**src/rtl/game_pkg.sv**
```systemverilog
// Shared game constants and helpers used by the mole generator, hit detector and top level.
package game_pkg;

  localparam int NUM_HOLES       = 4;
  localparam int DEBOUNCE_CYCLES = 4;

  typedef enum logic [1:0] {
    EV_NONE = 2'd0,
    EV_HIT  = 2'd1,
    EV_MISS = 2'd2
  } press_ev_t;

  // Index width for n holes; a single hole still needs one bit.
  function automatic int idx_width(input int n);
    int w;
    w = 0;
    while ((1 << w) < n) w++;
    return (w < 1) ? 1 : w;
  endfunction

endpackage

```
**src/rtl/button_debouncer.sv**
```systemverilog
// Two-flop synchronizer followed by a counter-based debouncer for one raw button.
module button_debouncer #(
  parameter int DEBOUNCE_CYCLES = 4,
  parameter int CNT_W           = 16
) (
  input  logic clk,
  input  logic rst,
  input  logic raw,
  output logic level
);

  logic             s1, s2, stable;
  logic [CNT_W-1:0] cnt;

  always_ff @(posedge clk) begin
    if (rst) begin
      s1     <= 1'b0;
      s2     <= 1'b0;
      stable <= 1'b0;
      cnt    <= '0;
    end else begin
      s1 <= raw;
      s2 <= s1;
      // Any return to the stable level restarts the count, so short glitches die here.
      if (s2 == stable) begin
        cnt <= '0;
      end else if (cnt == CNT_W'(DEBOUNCE_CYCLES - 1)) begin
        stable <= s2;
        cnt    <= '0;
      end else begin
        cnt <= cnt + 1'b1;
      end
    end
  end

  assign level = stable;

endmodule

```
**src/rtl/mole_hit_detector.sv**
```systemverilog
// Debounces per-hole buttons and scores each press against the mole-active mask,
// emitting single-cycle hit/miss events for the score counter.
module mole_hit_detector
  import game_pkg::*;
#(
  parameter int NUM_HOLES       = game_pkg::NUM_HOLES,
  parameter int DEBOUNCE_CYCLES = game_pkg::DEBOUNCE_CYCLES,
  parameter int CNT_W           = 16
) (
  input  logic                              clk,
  input  logic                              rst,
  input  logic                              enable,
  input  logic                              clear,
  input  logic [NUM_HOLES-1:0]              btn_raw,
  input  logic [NUM_HOLES-1:0]              mole_active,
  output logic                              hit_pulse,
  output logic                              miss_pulse,
  output logic [idx_width(NUM_HOLES)-1:0]   hit_index,
  output logic [NUM_HOLES-1:0]              btn_level
);

  localparam int IDX_W = idx_width(NUM_HOLES);

  logic [NUM_HOLES-1:0] level, level_d, press;
  logic [NUM_HOLES-1:0] consumed, consumed_nxt;
  logic                 sel_vld;
  logic [IDX_W-1:0]     sel_idx;
  press_ev_t            ev;

  genvar g;
  generate
    for (g = 0; g < NUM_HOLES; g++) begin : g_hole
      button_debouncer #(
        .DEBOUNCE_CYCLES (DEBOUNCE_CYCLES),
        .CNT_W           (CNT_W)
      ) u_deb (
        .clk   (clk),
        .rst   (rst),
        .raw   (btn_raw[g]),
        .level (level[g])
      );
    end
  endgenerate

  assign press     = level & ~level_d;
  assign btn_level = level;

  // Lowest-index press wins; simultaneous presses on higher holes are dropped.
  always_comb begin
    sel_vld = 1'b0;
    sel_idx = '0;
    for (int i = NUM_HOLES - 1; i >= 0; i--) begin
      if (press[i]) begin
        sel_vld = 1'b1;
        sel_idx = IDX_W'(i);
      end
    end
  end

  always_comb begin
    ev           = EV_NONE;
    consumed_nxt = consumed & mole_active;
    if (clear) begin
      consumed_nxt = '0;
    end else if (enable && sel_vld) begin
      if (mole_active[sel_idx] && !consumed[sel_idx]) begin
        ev                    = EV_HIT;
        consumed_nxt[sel_idx] = 1'b1;
      end else begin
        ev = EV_MISS;
      end
    end
  end

  always_ff @(posedge clk) begin
    if (rst) begin
      level_d    <= '0;
      consumed   <= '0;
      hit_pulse  <= 1'b0;
      miss_pulse <= 1'b0;
      hit_index  <= '0;
    end else begin
      level_d    <= level;
      consumed   <= consumed_nxt;
      hit_pulse  <= (ev == EV_HIT);
      miss_pulse <= (ev == EV_MISS);
      if (ev != EV_NONE) hit_index <= sel_idx;
    end
  end

endmodule

```
**config.mk**
```make
export PLATFORM = sky130hd
export DESIGN_NAME = mole_hit_detector
export DESIGN_NICKNAME = d
export VERILOG_FILES = /design/src/rtl/game_pkg.sv /design/src/rtl/button_debouncer.sv /design/src/rtl/mole_hit_detector.sv
export SDC_FILE = /design/constraint.sdc
export NUM_CORES = 1
export LEC_CHECK = 0
export CAP_MARGIN = 20
export CORE_UTILIZATION = 25
export DETAILED_ROUTE_END_ITERATION = 8
export GPL_ROUTABILITY_DRIVEN = 0
export HOLD_SLACK_MARGIN = 0.12
export PLACE_DENSITY = 0.48
export SETUP_SLACK_MARGIN = 0.2
export SYNTH_ARGS = -nofsm -noshare
export SYNTH_HDL_FRONTEND = slang
export SYNTH_SLANG_ARGS = --single-unit
```
**constraint.sdc**
```tcl
create_clock -name clk -period 5.2 [get_ports clk]
set_input_delay 1.04 -clock clk [delete_from_list [all_inputs] [get_ports clk]]
set_output_delay 1.04 -clock clk [all_outputs]
set_load 0.01 [all_outputs]
```
==> impl_metrics.ini, run 1 <==
[power]
p_leak_uw = 0.00143
seqPwrFrac_pct = 48.6
pwr-share-clk_pct = 49.7
pwr-share-comb_pct = 1.7
p_sw_uw = 266
peakVddDrop_v = 0.000189
power.internal_uw = 1130
sw_frac_of_total_pct = 19.0
power_density_nw_per_um2 = 310

[sta]
rsz0062_at_grt = false
timing.final.ws_setup_ns = 2.76
fin_tns_setup_ns = 0
finClkSkew_ns = 0.00600
timing.slew.headroom_pct = 59.9
finalHoldViolations = 0
period_share_pct = 46.9
maxSlewViolCount = 0
fmax_ghz = 0.410
setup-violations-final = 0
period_minus_slack_ns = 2.44
worst_slew_pin_slew_ns = 0.595

[clocking]
cts.reportedPaths.clkPinSlew_ns = 0.06
cts_tree = yes
cts_root_buf = clkbuf_16
clock_path_buffers = 2
clock_latency_ns = 0.34
htree_levels = 3
cts_num_sinks = 88
cts_setup_buffers = 0
postCtsHoldBufs = 0
numCtsBuffers = 9
ctsResizeCount = 0

[run_status]
outcome = complete, no violations

[synth]
synth_most_common_cell = dfxtp_1
async_reset_ff_share_pct = 0
synth_seq_cells = 88
syn_nets = 445
avgSynthCellArea_sq_um = 8.94
synth_edf_count = 0
synthFlopType = dfxtp_1
synth_top_area_cell = dfxtp_1
synth_top_area_share_pct = 46.0
synth-seq-area-share_pct = 46.0
synth_common_cells = 88 x dfxtp_1, 74 x nor2_1, 42 x xnor2_1
syn_area_sq_um = 3830
yosys-top-cells-area = dfxtp_1 46%, xnor2_1 9.6%, nor2_1 7.2%, nor4_1 3.9%, nand3_1 3.0%
netlist_instances = 429
yosys_warnings = 0
synth.distinct_cells = 45

[routing]
wl_per_cell_um = 11.6
drc = 0
num_vias = 2960
drt-initial-drc-count = 195
drt-total-wl_um = 7320
via_per_inst = 4.68
ant_nets = 0
drt_pass1_iterations = 5

[placement]
pre_cts_ws_ns = 2.51
post-dp-hpwl_um = 5140
port_buffers = 19
post_dp_cell_area_sq_um = 4190

[setup_path]
worstPathRequired_ns = 4.16
crit_chain = clkdlybuf4s50_1
rrSetupSlack_ns = 3.32
cpPeakStageDelay_ns = 0.61
cp_max_fo = 7
start_kind = flip-flop
cp.arrival_ns = 1.40
cp_top_family = buffers and inverters
path_class = flip-flop to primary output
crit_buf_inv = 1
cp_slowest_cell = clkdlybuf4s50_1
end_kind = primary output

[grt]
grt_pass1_wl_um = 13000
grt_antenna_before_repair = 0
gr-usage-all-layers_pct = 10.0
grt_max_degree = 27
grt_overflow = 0
grt_pass1_vias = 2806

[floorplan]
core-area_sq_um = 14800
start_util_pct = 26.0
chipWidth_um = 126
die_area_sq_um = 15800
die_y_um = 126
num_io_pins = 20
rows = 44

[finish]
final_cell_area_sq_um = 4510
fillers = 1563
antenna_cells = 0
drive_above_1_share_pct = 6.01
syn2layout_area_growth_pct = 17.6
fin_util_pct = 30.6
nNetsFinal = 461

[job]
cap_violations = 0

[min_path]
hp-class = flip-flop to flip-flop
[final timing paths]
check                                     start                           endpoint  cells after the start
max          g_hole[2].u_deb.level$_SDFFE_PP0P_                       btn_level[2]                      1
max reg2reg   g_hole[1].u_deb.cnt[0]$_SDFF_PP0_  g_hole[1].u_deb.cnt[4]$_SDFF_PP0_                      5
min               g_hole[3].u_deb.s1$_SDFF_PP0_      g_hole[3].u_deb.s2$_SDFF_PP0_                      1
min reg2reg       g_hole[3].u_deb.s1$_SDFF_PP0_      g_hole[3].u_deb.s2$_SDFF_PP0_                      1
[registers in the layout (all words and copies together) (netlist names)]
name                count
level_d                 4
miss_pulse              1
hit_pulse               1
g_hole.u_deb.level      4
g_hole.u_deb.s2         4
g_hole.u_deb.cnt       64
hit_index               2
consumed                4
g_hole.u_deb.s1         4
[cells in the final DEF, fill, tap and decap left out, drive strengths merged, types with 4 or more instances in the layout]
master,synthesis,final
mux2i,4,4
or3,4,4
nand2b,5,5
ha,4,4
nand3,23,23
o41ai,5,5
a21oi,8,8
clkbuf,11,12
dfxtp,88,88
nor2b,16,16
and3,7,7
nand2,22,22
nor2,74,74
nor4,24,24
clkdlybuf4s50,0,19
xnor2,42,42
nor3,15,15
o21ai,5,5
inv,10,10
nand4,19,19
nor4b,4,4
xor2,13,13
[power by group through the flow]
stage / logic, uW / clock network [uW] / registers (uW)
floorplan: 12.1 / 0 / 695
global placement: 24.5 / 0 / 695
detailed placement: 24.3 / 0 / 695
CTS: 24.5 / 722 / 680
global route: 26.7 / 746 / 680
finish: 24.0 / 696 / 680
[worst reg2reg max path: stages (launching register included)]
cell and delay, ns:
dfxtp_1 0.40, ha_1 0.30, nor4b_1 0.28, nand4_1 0.22, nand2_1 0.44, nor2_1 0.11
[area by class of cell]
| class | count | area (sq um) | area share, % |
|---|---|---|---|
| flip-flops and latches | 88 | 1760 | 39.1 |
| multi-input cells | 316 | 1960 | 43.5 |
| clock inverters | 3 | 65.1 | 1.44 |
| clock buffers | 12 | 256 | 5.69 |
| well taps | 184 | 230 | 5.11 |
| inverters | 10 | 37.5 | 0.833 |
| repair buffers | 20 | 198 | 4.39 |
[through the flow]
step,hold slack (ns),instances,total power (uW)
6_report,0.439,633,1400
4_1_cts,0.444,633,1430
5_1_grt,0.466,633,1450
3_3_place_gp,0.421,618,720
3_5_place_dp,0.425,618,719
2_1_floorplan,0.414,429,707
[per-layer routing]
metal | up-vias | track usage [%] | part of all wire [%]
met5 | - | 0 | 0
met4 | 0 | 3.54 | 1.4
met3 | 11 | 3.19 | 4.4
met2 | 53 | 15.8 | 45
met1 | 1363 | 12.8 | 50
li1 | 1533 | - | -
[logic make-up after synthesis]
logic type                 synth area share (%)
DFF                                        46.0
adders and majority gates                  1.31
muxes                                      1.04
and+or+nand+nor                            31.3
AOI/OAI and AO/OA                          4.86
xor gates and xnor gates                   12.6
buffers and inverters                      2.94
Note: power is estimated with default switching activity, not from simulation.
==> run 2, diff against run 1 <==
Settings changed: PLACE_DENSITY 0.48 to 0.49.
Clock period 5.2 ns to 2.19 ns, I/O delays scaled along.
==> run 2 against run 1 <==
Net effect:
- via count fell by 1.2%
- routed wire length about the same
- clock power grew 140%
- hold slack worse by 0.0016 ns
- sequential share of layout area down 0.32 points
- critical endpoint is now btn_level[1]
- largest cell class unchanged
==> impl_metrics.ini, run 2 (synthesized netlist as in run 1, its figures left out) <==
[run_status]
outcome = complete, no violations

[finish]
antenna_cells = 0
final_common_cell = dfxtp_1
stdcell_count = 637
drive_above_1_share_pct = 7.51
nNetsFinal = 464
layout_common_cells = 88 x dfxtp_1, 74 x nor2_1, 42 x xnor2_1
largest_reg_flops = 64
top_register = g_hole.u_deb.cnt
syn2layout_area_growth_pct = 18.6

[power]
pwr-share-comb_pct = 1.8
power_density_nw_per_um2 = 735
total_power_uw = 3340
peakVddDrop_v = 0.000433
pwr-share-clk_pct = 49.9
power.internal_uw = 2700
seqPwrFrac_pct = 48.3
sw_frac_of_total_pct = 19.3
p_leak_uw = 0.00145
p_sw_uw = 644

[sta]
fin_tns_setup_ns = 0
finClkSkew_ns = 0.00315
timing.final.ws_setup_ns = 0.328
fmax_ghz = 0.537
rsz0062_at_grt = false
period_minus_slack_ns = 1.86
period_share_pct = 85.0
finalHoldViolations = 0
hold_ws_ns = 0.438
timing.slew.headroom_pct = 57.7
setup-violations-final = 0
maxSlewViolCount = 0
worst_slew_pin_slew_ns = 0.629

[clocking]
clock_latency_ns = 0.33
numCtsBuffers = 9
cts_tree = yes
htree_levels = 3
cts.reportedPaths.clkPinSlew_ns = 0.06
clock_path_buffers = 2
postCtsHoldBufs = 0
cts_root_buf = clkbuf_16
cts_num_sinks = 88

[setup_path]
cpPeakStageDelay_ns = 0.60
end_kind = primary output
cp_slowest_cell = clkdlybuf4s50_1
critPathLaunch = g_hole[1].u_deb.level$_SDFFE_PP0P_
crit_buf_inv = 1
crit_chain = clkdlybuf4s50_1
path_class = flip-flop to primary output
cp.arrival_ns = 1.42
rr_startpoint = g_hole[0].u_deb.cnt[7]$_SDFF_PP0_
worstPathRequired_ns = 1.75
cp_max_fo = 8
start_kind = flip-flop
cp_top_family = buffers and inverters

[placement]
pre_cts_ws_ns = 0.0885
port_buffers = 19
dp.cells = 621
post-dp-hpwl_um = 5130

[grt]
grt_antenna_before_repair = 0
grt_pass1_wl_um = 12800
grt_max_degree = 17
grt_pass1_vias = 2728
gr-usage-all-layers_pct = 9.96
grt_overflow = 0

[job]
cap_violations = 0

[floorplan]
num_io_pins = 20
core-area_sq_um = 14800
chipWidth_um = 126
start_util_pct = 26.0
die_y_um = 126
die_area_sq_um = 15800
rows = 44

[min_path]
hp-class = flip-flop to flip-flop
hold_start = g_hole[0].u_deb.s1$_SDFF_PP0_

[routing]
drc = 0
via_per_inst = 4.59
drt-initial-drc-count = 181
drt_pass1_iterations = 5
num_vias = 2924
wl_per_cell_um = 11.5
drt-total-wl_um = 7310
ant_nets = 0
## run 2: cell types whose count changed in the layout (fill, tap and decap cells not counted)
cell / delta
buf_4: +3
clkbuf_1: -1
clkinv_2: +1
clkinv_4: +1
nand2_1: -2
nand2_2: +2
## run 2: worst paths after layout
kind	to	slack, ns	cells after the start
setup / recovery	btn_level[1]	0.33	1
hold / removal	g_hole[0].u_deb.s2$_SDFF_PP0_	0.44	1
setup reg to reg	g_hole[0].u_deb.cnt[15]$_SDFF_PP0_	0.44	4
hold reg to reg	g_hole[0].u_deb.s2$_SDFF_PP0_	0.44	1
## run 2: area by class of cell
type | instances | area, sq um
clock buffer | 11 | 253
clock inverter | 5 | 78.8
fill | 1536 | 10200
inverter | 10 | 37.5
multi-input combinational | 316 | 1960
sequential | 88 | 1760
tap | 184 | 230
timing repair buffer | 23 | 220
## run 2: power groups by stage
stage	sequential, uW	clock (uW)	combinational (uW)
2_1_floorplan	1650	0	28.8
3_3_place_gp	1650	0	60.3
3_5_place_dp	1650	0	60.8
4_1_cts	1610	1720	61.0
5_1_grt	1610	1800	66.9
6_report	1610	1670	60.3
## run 2: repair_timing
action,CTS,global route
endpoints found under the hold margin,0,0
setup endpoints to repair,0,22
buffers inserted,0,0
resized for setup,0,2
## run 2: layer usage
metal	vias to the layer above	global-route usage, %	part of all wire, %	wire (um)
met3	8	3.87	3.7	274
li1	1534	-	-	-
met4	0	2.98	1.2	90
met1	1356	12.5	50	3690
met5	-	0	0	0
met2	26	15.8	45	3260
## run 2: through the flow
step                cell area [sq um]  utilization [%]
CTS                              4540             30.8
global placement                 4210             28.5
detailed placement               4210             28.5
global route                     4550             30.8
floorplan                        3830                -
finish                           4550             30.8
==> run 3, diff against run 2 <==
--- a/constraint.sdc
+++ b/constraint.sdc
@@ -3,2 +3,2 @@
 set_output_delay 0.438 -clock clk [all_outputs]
-set_load 0.01 [all_outputs]
+set_load 0.1 [all_outputs]
==> run 3 against run 2 <==
Net effect:
- die area stayed put
- highest routed layer unchanged
- fmax is 6.0% higher
- non-clock buffer count stayed put
- final area is 0.91% lower
- critical path depth is 4 higher
- flip-flop and latch count stayed put
- cell count is 0.16% lower
- clock power is 3% lower
- routed wire length is 1.3% higher
- critical endpoint is now hit_index[0]$_SDFFE_PP0P_
- hold slack better by 0.00060 ns
- combinational power is 0.8% lower
- largest cell class unchanged
- power is 1.6% lower
==> impl_metrics.ini, run 3 (synthesized netlist as in run 1, its figures left out) <==
[sta]
timing.slew.headroom_pct = 52.6
fin_tns_setup_ns = 0
finalHoldViolations = 0
finClkSkew_ns = 0.00590
period_share_pct = 80.2
maxSlewViolCount = 0
period_minus_slack_ns = 1.76
rsz0062_at_grt = false
fmax_ghz = 0.569
setup-violations-final = 0
worst_slew_pin_slew_ns = 0.704

[routing]
drc = 0
num_vias = 2965
drt_pass1_iterations = 6
drt-total-wl_um = 7410
via_per_inst = 4.66
drt-initial-drc-count = 157
ant_nets = 0
wl_per_cell_um = 11.6

[clocking]
cts_root_buf = clkbuf_16
clock_path_buffers = 2
postCtsHoldBufs = 0
htree_levels = 3
clock_latency_ns = 0.34
cts_num_sinks = 88
cts.reportedPaths.clkPinSlew_ns = 0.06
cts_tree = yes
numCtsBuffers = 9

[grt]
grt_overflow = 0
grt_max_degree = 17
grt_antenna_before_repair = 0
gr-usage-all-layers_pct = 10.2
grt_pass1_wl_um = 13200
grt_pass1_vias = 2847

[power]
power_density_nw_per_um2 = 731
p_leak_uw = 0.00145
peakVddDrop_v = 0.000349

[floorplan]
rows = 44
start_util_pct = 26.0
die_y_um = 126
num_io_pins = 20
core-area_sq_um = 14800
die_area_sq_um = 15800
chipWidth_um = 126

[placement]
dp.cells = 621
post-dp-hpwl_um = 5190
port_buffers = 19

[finish]
drive_above_1_share_pct = 8.85
nNetsFinal = 464
stdcell_count = 636
largest_reg_flops = 64
regArea_sq_um = 1760
syn2layout_area_growth_pct = 17.5
layout_common_cells = 88 x dfxtp_1, 74 x nor2_1, 42 x xnor2_1
multi_input_area_sq_um = 1960
final_common_cell = dfxtp_1
top_register = g_hole.u_deb.cnt
antenna_cells = 0
fillers = 1543

[setup_path]
crit_chain = nor2b_1 -> buf_4 -> nor4_1 -> o21ai_0 -> a21oi_1
cpPeakStageDelay_ns = 0.64
end_kind = flip-flop
cp.arrival_ns = 2.03
cp_max_fo = 7
worstPathRequired_ns = 2.46
cp_slowest_cell = nor4_1
path_class = flip-flop to flip-flop
start_kind = flip-flop

[run_status]
outcome = complete, no violations

[job]
cap_violations = 0

[min_path]
hp-class = flip-flop to flip-flop
==> run 3: stage by stage <==
| step | util (%) | hold WS, ns | area (sq um) | total power [uW] | setup slack [ns] |
|---|---|---|---|---|---|
| final | 30.5 | 0.438 | 4500 | 3290 | 0.434 |
| after global placement | 28.4 | 0.421 | 4190 | 1710 | 0.0699 |
| after CTS | 30.5 | 0.438 | 4500 | 3350 | 0.301 |
| after floorplan | - | 0.414 | 3830 | 1680 | 0.547 |
| after global routing | 30.5 | 0.465 | 4500 | 3420 | 0.221 |
| after detailed placement | 28.4 | 0.429 | 4190 | 1710 | 0.107 |
==> run 3: report_power, final <==
group          switching [uW]  internal (uW)  total [uW]
Clock                     621            995        1620
Sequential               4.96           1610        1610
Combinational            29.7           30.0        59.8
==> run 3: critical path: cells and delay by family (launching register included) <==
family          cells  cell delay (ns)
compound gates      2             0.36
flops               1             0.38
simple gates        2             0.80
buf+inv             1             0.15
==> run 3: metal layers <==
| layer | part of all wire [%] | vias to the layer above | track usage, % |
|---|---|---|---|
| met1 | 49 | 1361 | 13.0 |
| met5 | 0 | - | 0 |
| met2 | 45 | 51 | 16.0 |
| met4 | 1.5 | 0 | 3.90 |
| met3 | 4.0 | 11 | 3.53 |
| li1 | - | 1542 | - |
==> run 3: worst paths after layout <==
path	startpoint	to	slack, ns	cells past startpoint
setup reg to reg	g_hole[0].u_deb.level$_SDFFE_PP0P_	hit_index[0]$_SDFFE_PP0P_	0.43	5
setup / recovery	g_hole[0].u_deb.level$_SDFFE_PP0P_	hit_index[0]$_SDFFE_PP0P_	0.43	5
hold reg to reg	g_hole[2].u_deb.s1$_SDFF_PP0_	g_hole[2].u_deb.s2$_SDFF_PP0_	0.44	1
hold / removal	g_hole[2].u_deb.s1$_SDFF_PP0_	g_hole[2].u_deb.s2$_SDFF_PP0_	0.44	1
==> run 3: cell type report <==
type | instances | area share [%]
Sequential cell | 88 | 39.1
Clock buffer | 10 | 5.08
Tap cell | 184 | 5.11
Inverter | 10 | 0.833
Clock inverter | 5 | 1.81
Timing Repair Buffer | 23 | 4.44
Multi-Input combinational cell | 316 | 43.6
==> run 3: timing repair <==
action | CTS | global route
setup endpoints to repair | 0 | 29
resized for setup | 0 | 2
buffers inserted | 0 | 0
==> edit 1: new RTL, flow settings as in run 2 <==
Take the reset off `consumed` and load it in a clocked block of its own.
--- a/src/rtl/mole_hit_detector.sv
+++ b/src/rtl/mole_hit_detector.sv
@@ -75,18 +75,20 @@
   always_ff @(posedge clk) begin
     if (rst) begin
       level_d    <= '0;
-      consumed   <= '0;
       hit_pulse  <= 1'b0;
       miss_pulse <= 1'b0;
       hit_index  <= '0;
     end else begin
       level_d    <= level;
-      consumed   <= consumed_nxt;
       hit_pulse  <= (ev == EV_HIT);
       miss_pulse <= (ev == EV_MISS);
       if (ev != EV_NONE) hit_index <= sel_idx;
     end
   end
 
+  always_ff @(posedge clk) begin
+    consumed <= consumed_nxt;
+  end
+
 endmodule
 
Behaviour: same outputs for any inputs over 10 cycles, from zero or initial values and one cycle with rst high; that may be too few to reach the edited logic, so the function may still have changed.
==> edit 1 against run 2 <==
Via count increased by 1.6%. Core utilization is 0.22 points lower. Area after synthesis shrank 0.55%. Cell count up 1.3%. Critical path depth stayed put. Setup slack worse by 0.0056 ns. Sequential cell count stayed put. Non-clock buffer count increased by 4. Design area is 1.1% lower. First-iteration DRC count up 7.7%. Wire length rose by 2.6%. Sequential share of layout area up 0.42 points. Power shrank 4.9%. Critical endpoint is now btn_level[3].
==> edit 1: results (changes against run 2) <==
run_status:
  status: "finished, final reports clean"
layout:
  drive_gt1_share_pct: 6.07  # -1.4 points
  nets: 472  # +1.7%
  fillers: 1516  # -1.3%
synthesis:
  yosys-top-cells-count: "88 x dfxtp_1, 67 x nor2_1, 37 x xnor2_1, 25 x nand2_1, 25 x nand3_1"
  yosysSeqAreaShare_pct: 46.2  # +0.26 points
  synth.area.top_cells: "dfxtp_1 46%, xnor2_1 8.5%, nor2_1 6.6%, nand3_1 3.3%, nor4_1 3.3%"
  syn_nets: 449  # +0.90%
  ys_types: 44  # -2.2%
sta:
  slew_headroom_pct: 66.8  # +9.1 points
  fin_skew_ns: 0.00760  # +0.00445 ns
global_routing:
  grt_pass1_wl_mm: 12.9  # +1.1%
  grt_use_total_pct: 10.2  # +0.25 points
  grt_pass1_vias: 2761  # +1.2%
  grt_max_degree: 16  # -1
detailed_routing:
  viasPerCell: 4.61  # +0.35%
  dr.first_iter.drc_count: 195  # +7.7%
  routed_wl_mm: 7.50  # +2.6%
hold_path:
  hp-start: "g_hole[2].u_deb.s1$_SDFF_PP0_"
  whs_endpoint: "g_hole[2].u_deb.s2$_SDFF_PP0_"
critical_path:
  r2r_start: "g_hole[3].u_deb.cnt[0]$_SDFF_PP0_"
  cpPeakStageDelay_ns: 0.60  # about the same
  rr_endpoint: "g_hole[3].u_deb.cnt[9]$_SDFF_PP0_"
  regToRegSetupSlack_ns: 0.48  # +0.04 ns
  reg2reg_depth: 5  # +1
  crit_path_start: "g_hole[3].u_deb.level$_SDFFE_PP0P_"
place:
  dpl.hpwl_mm: 5.28  # +2.8%
pwr:
  ir_worst_vdd_mv: 0.396  # -8.6%
  powerDensity_mw_per_mm2: 707  # -3.8%
  swShare_pct: 20.6  # +1.3 points
  p_leak_uw: 0.00141  # -2.7%
## edit 1: per-stage QoR
stage                     setup slack [ns]  util [%]  instances  instance area, µm²  hold WS (ns)
after detailed placement             0.117      28.6        629                4210         0.429
after CTS                            0.304      30.6        645                4500         0.440
after global routing                 0.269      30.6        645                4500         0.461
after floorplan                      0.650         -        433                3810         0.414
final                                0.323      30.6        645                4500         0.435
after global placement               0.151      28.6        629                4210         0.421
## edit 1: final cells by class
| class | instances | share of cell area (%) |
|---|---|---|
| inverter | 11 | 0.918 |
| clock inverter | 5 | 1.28 |
| sequential | 88 | 39.2 |
| timing repair buffer | 27 | 5.56 |
| clock buffer | 11 | 5.18 |
| multi-input combinational | 319 | 42.8 |
| tap | 184 | 5.12 |
## edit 1: layer usage
metal / vias to the layer above / GRT usage (%) / part of all wire (%)
met4: 0 / 4.09 / 1.7
met5: - / 0 / 0
met2: 54 / 15.8 / 43
li1: 1558 / - / -
met1: 1351 / 13.0 / 51
met3: 8 / 3.47 / 4.3
## edit 1: logic make-up after synthesis
kind of cell / Yosys count / synth area share (%)
AOI/OAI and AO/OA: 28 / 4.37
and+or+nand+nor: 230 / 31.5
buffers and inverters: 26 / 3.35
adders and majority gates: 4 / 1.31
DFF: 88 / 46.2
muxes: 6 / 1.58
xor gates and xnor gates: 51 / 11.7
## edit 1: how the worst max path moves through the flow
stage,cells past startpoint,endpoint,slack [ns]
floorplan,6,g_hole[3].u_deb.cnt[10]$_SDFF_PP0_,0.65
global placement,4,g_hole[3].u_deb.cnt[12]$_SDFF_PP0_,0.15
detailed placement,4,g_hole[3].u_deb.cnt[9]$_SDFF_PP0_,0.12
CTS,1,btn_level[3],0.30
global route,1,btn_level[3],0.27
finish,1,btn_level[3],0.32
==> edit 2: new RTL, config.mk and constraints of run 2 <==
Without the edit above. `CNT_W` is set to 16 in 2 places; all go to 20.
--- a/src/rtl/button_debouncer.sv
+++ b/src/rtl/button_debouncer.sv
@@ -1,7 +1,7 @@
 // Two-flop synchronizer followed by a counter-based debouncer for one raw button.
 module button_debouncer #(
   parameter int DEBOUNCE_CYCLES = 4,
-  parameter int CNT_W           = 16
+  parameter int CNT_W           = 20
 ) (
   input  logic clk,
   input  logic rst,
--- a/src/rtl/mole_hit_detector.sv
+++ b/src/rtl/mole_hit_detector.sv
@@ -5,7 +5,7 @@
 #(
   parameter int NUM_HOLES       = game_pkg::NUM_HOLES,
   parameter int DEBOUNCE_CYCLES = game_pkg::DEBOUNCE_CYCLES,
-  parameter int CNT_W           = 16
+  parameter int CNT_W           = 20
 ) (
   input  logic                              clk,
   input  logic                              rst,
Function: same outputs for any inputs over 10 cycles, from zero or initial values and one cycle with rst high; that may be too few to reach the edited logic, so the function may still have changed.
==> edit 2 against run 2 <==
Power grew 11%. Non-clock buffer count rose by 1. Design area up 16%. Sequential cell count rose by 16. Setup slack got worse by 0.012 ns. Register-to-register slack lost 0.12 ns. Wire length grew 14%. Global-route usage decreased by 0.31 points. Area after synthesis increased by 17%. Critical path type is now reg -> reg. Largest cell class unchanged. Largest power group is now registers.
==> edit 2: results (changes against run 2) <==
synthesis:
  synth.avg_cell_area_um2: 9.16  # +2.5%
  yosys_warnings: 0  # unchanged
  yosys-top-cells-count: "105 x nor2_1, 104 x dfxtp_1, 53 x xor2_1, 36 x nand3_1, 32 x nand2_1"
  synth_edf_count: 0  # unchanged
  synth.area.top_cells: "dfxtp_1 46%, xor2_1 10%, nor2_1 8.8%, xnor2_1 4.5%, nand3_1 4.0%"
  async_flop_share_pct: 0  # unchanged
  ys_types: 37  # -18%
  syn_nets: 506  # +14%
  yosysSeqAreaShare_pct: 46.4  # +0.44 points
sta:
  worst_slew_pin_slew_ns: 0.565  # -0.0637 ns
  hold_viol_final: 0  # unchanged
  fin_skew_ns: 0.00498  # +0.00183 ns
hold_path:
  hold_depth: 1  # unchanged
  min_path_type: "reg -> reg"
  hp-start: "g_hole[0].u_deb.s1$_SDFF_PP0_"
critical_path:
  reg2reg_depth: 7  # +3
  cp_max_fo: 20  # +12
  r2r_start: "g_hole[3].u_deb.cnt[0]$_SDFF_PP0_"
  cpPeakStageDelay_ns: 0.39  # -0.21 ns
  slowest_stage: "dfxtp_1"
  arrival_ns: 2.11  # +0.69 ns
  crit_type: "reg -> reg"
place:
  preCtsSetupSlack_ns: 0.246  # +0.158 ns
  port_buffers: 19  # unchanged
  dpl.hpwl_mm: 5.81  # +13%
  dp_cells: 724  # +17%
  detailed_place.area_mm2: 0.00493  # +17%
global_routing:
  grt_use_total_pct: 9.64  # -0.31 points
  antenna_found_initial: 0  # unchanged
  grt_pass1_wl_mm: 14.4  # +13%
  grt_max_degree: 24  # +7
  grt_pass1_vias: 3152  # +16%
layout:
  insertedDiodeCount: 0  # unchanged
  top_register: "g_hole.u_deb.cnt"
  fillers: 1831  # +19%
  largest_reg_flops: 80  # +25%
  nets: 526  # +13%
  drive_gt1_share_pct: 8.54  # +1.0 points
clock_tree:
  numCtsBuffers: 9  # unchanged
  clockBufferDepth: 2  # unchanged
  h-tree-depth: 3  # unchanged
  clk_latency_ns: 0.34
  clk_pin_slew_worst_paths_ns: 0.07
  cts_resized: 0  # unchanged
  cts-root-buf: "clkbuf_16"
  post_cts_buffers: 0  # unchanged
pwr:
  ir_worst_vdd_mv: 0.466  # +7.6%
  p_leak_uw: 0.00173  # +19%
run_status:
  status: "finished, final reports clean"
detailed_routing:
  routed_wl_mm: 8.32  # +14%
  ant_nets: 0  # unchanged
  dr.first_iter.drc_count: 140  # -23%
  firstDrtPassIters: 4  # -1
  wl_per_cell_um: 11.2  # -2.0%
  vias: 3303  # +13%
==> edit 2: cell type report <==
| type | instances | area share (%) |
|---|---|---|
| multi-input combinational | 362 | 43.8 |
| sequential | 104 | 39.3 |
| tap | 225 | 5.32 |
| timing repair buffer | 24 | 4.85 |
| clock buffer | 11 | 4.59 |
| clock inverter | 5 | 1.49 |
| inverter | 9 | 0.638 |
==> edit 2: per-layer routing <==
layer	vias to the layer above	global-route usage [%]	share of wire (%)
met5	-	0	0
met4	0	4.32	2.3
met3	16	2.61	3.6
met2	34	15.6	47
met1	1560	11.9	47
li1	1693	-	-
==> edit 2: path summary, 6_finish.rpt <==
check                                                          to  slack (ns)
worst max-delay path            g_hole[3].u_deb.cnt[4]$_SDFF_PP0_        0.32
worst min-delay path                g_hole[0].u_deb.s2$_SDFF_PP0_        0.44
worst max register to register  g_hole[3].u_deb.cnt[4]$_SDFF_PP0_        0.32
worst min register to register      g_hole[0].u_deb.s2$_SDFF_PP0_        0.44
==> edit 2: cells by family (layout without fill, tap and decap cells) <==
group	Yosys count	in the layout	synth area share (%)
simple gates	263	263	31.4
flops	104	104	46.4
xor+xnor	76	76	14.8
buf+inv	24	49	2.70
compound gates	13	13	2.23
mux	6	6	1.34
fa+ha+maj	4	4	1.12
==> edit 2: worst max-delay path, delay by kind of cell (launching register included) <==
kind	cells	cell delay, ns
buf+inv	1	0.15
simple gates	5	0.93
flops	1	0.39
fa+ha+maj	1	0.27
==> edit 2: report_power, final <==
group	internal [µW]	total (µW)	switching [µW]	leakage [µW]
clock network	1030	1730	692	0.000160
registers	1900	1900	4.67	0.000839
logic	35.0	67.9	33.0	0.000726
total	2970	3700	729	0.00173
==> edit 2: metrics by stage <==
step | util [%] | hold WS, ns
after floorplan | - | 0.414
after global placement | 28.3 | 0.419
after detailed placement | 28.3 | 0.427
after CTS | 30.2 | 0.442
after global routing | 30.4 | 0.463
final | 30.4 | 0.440
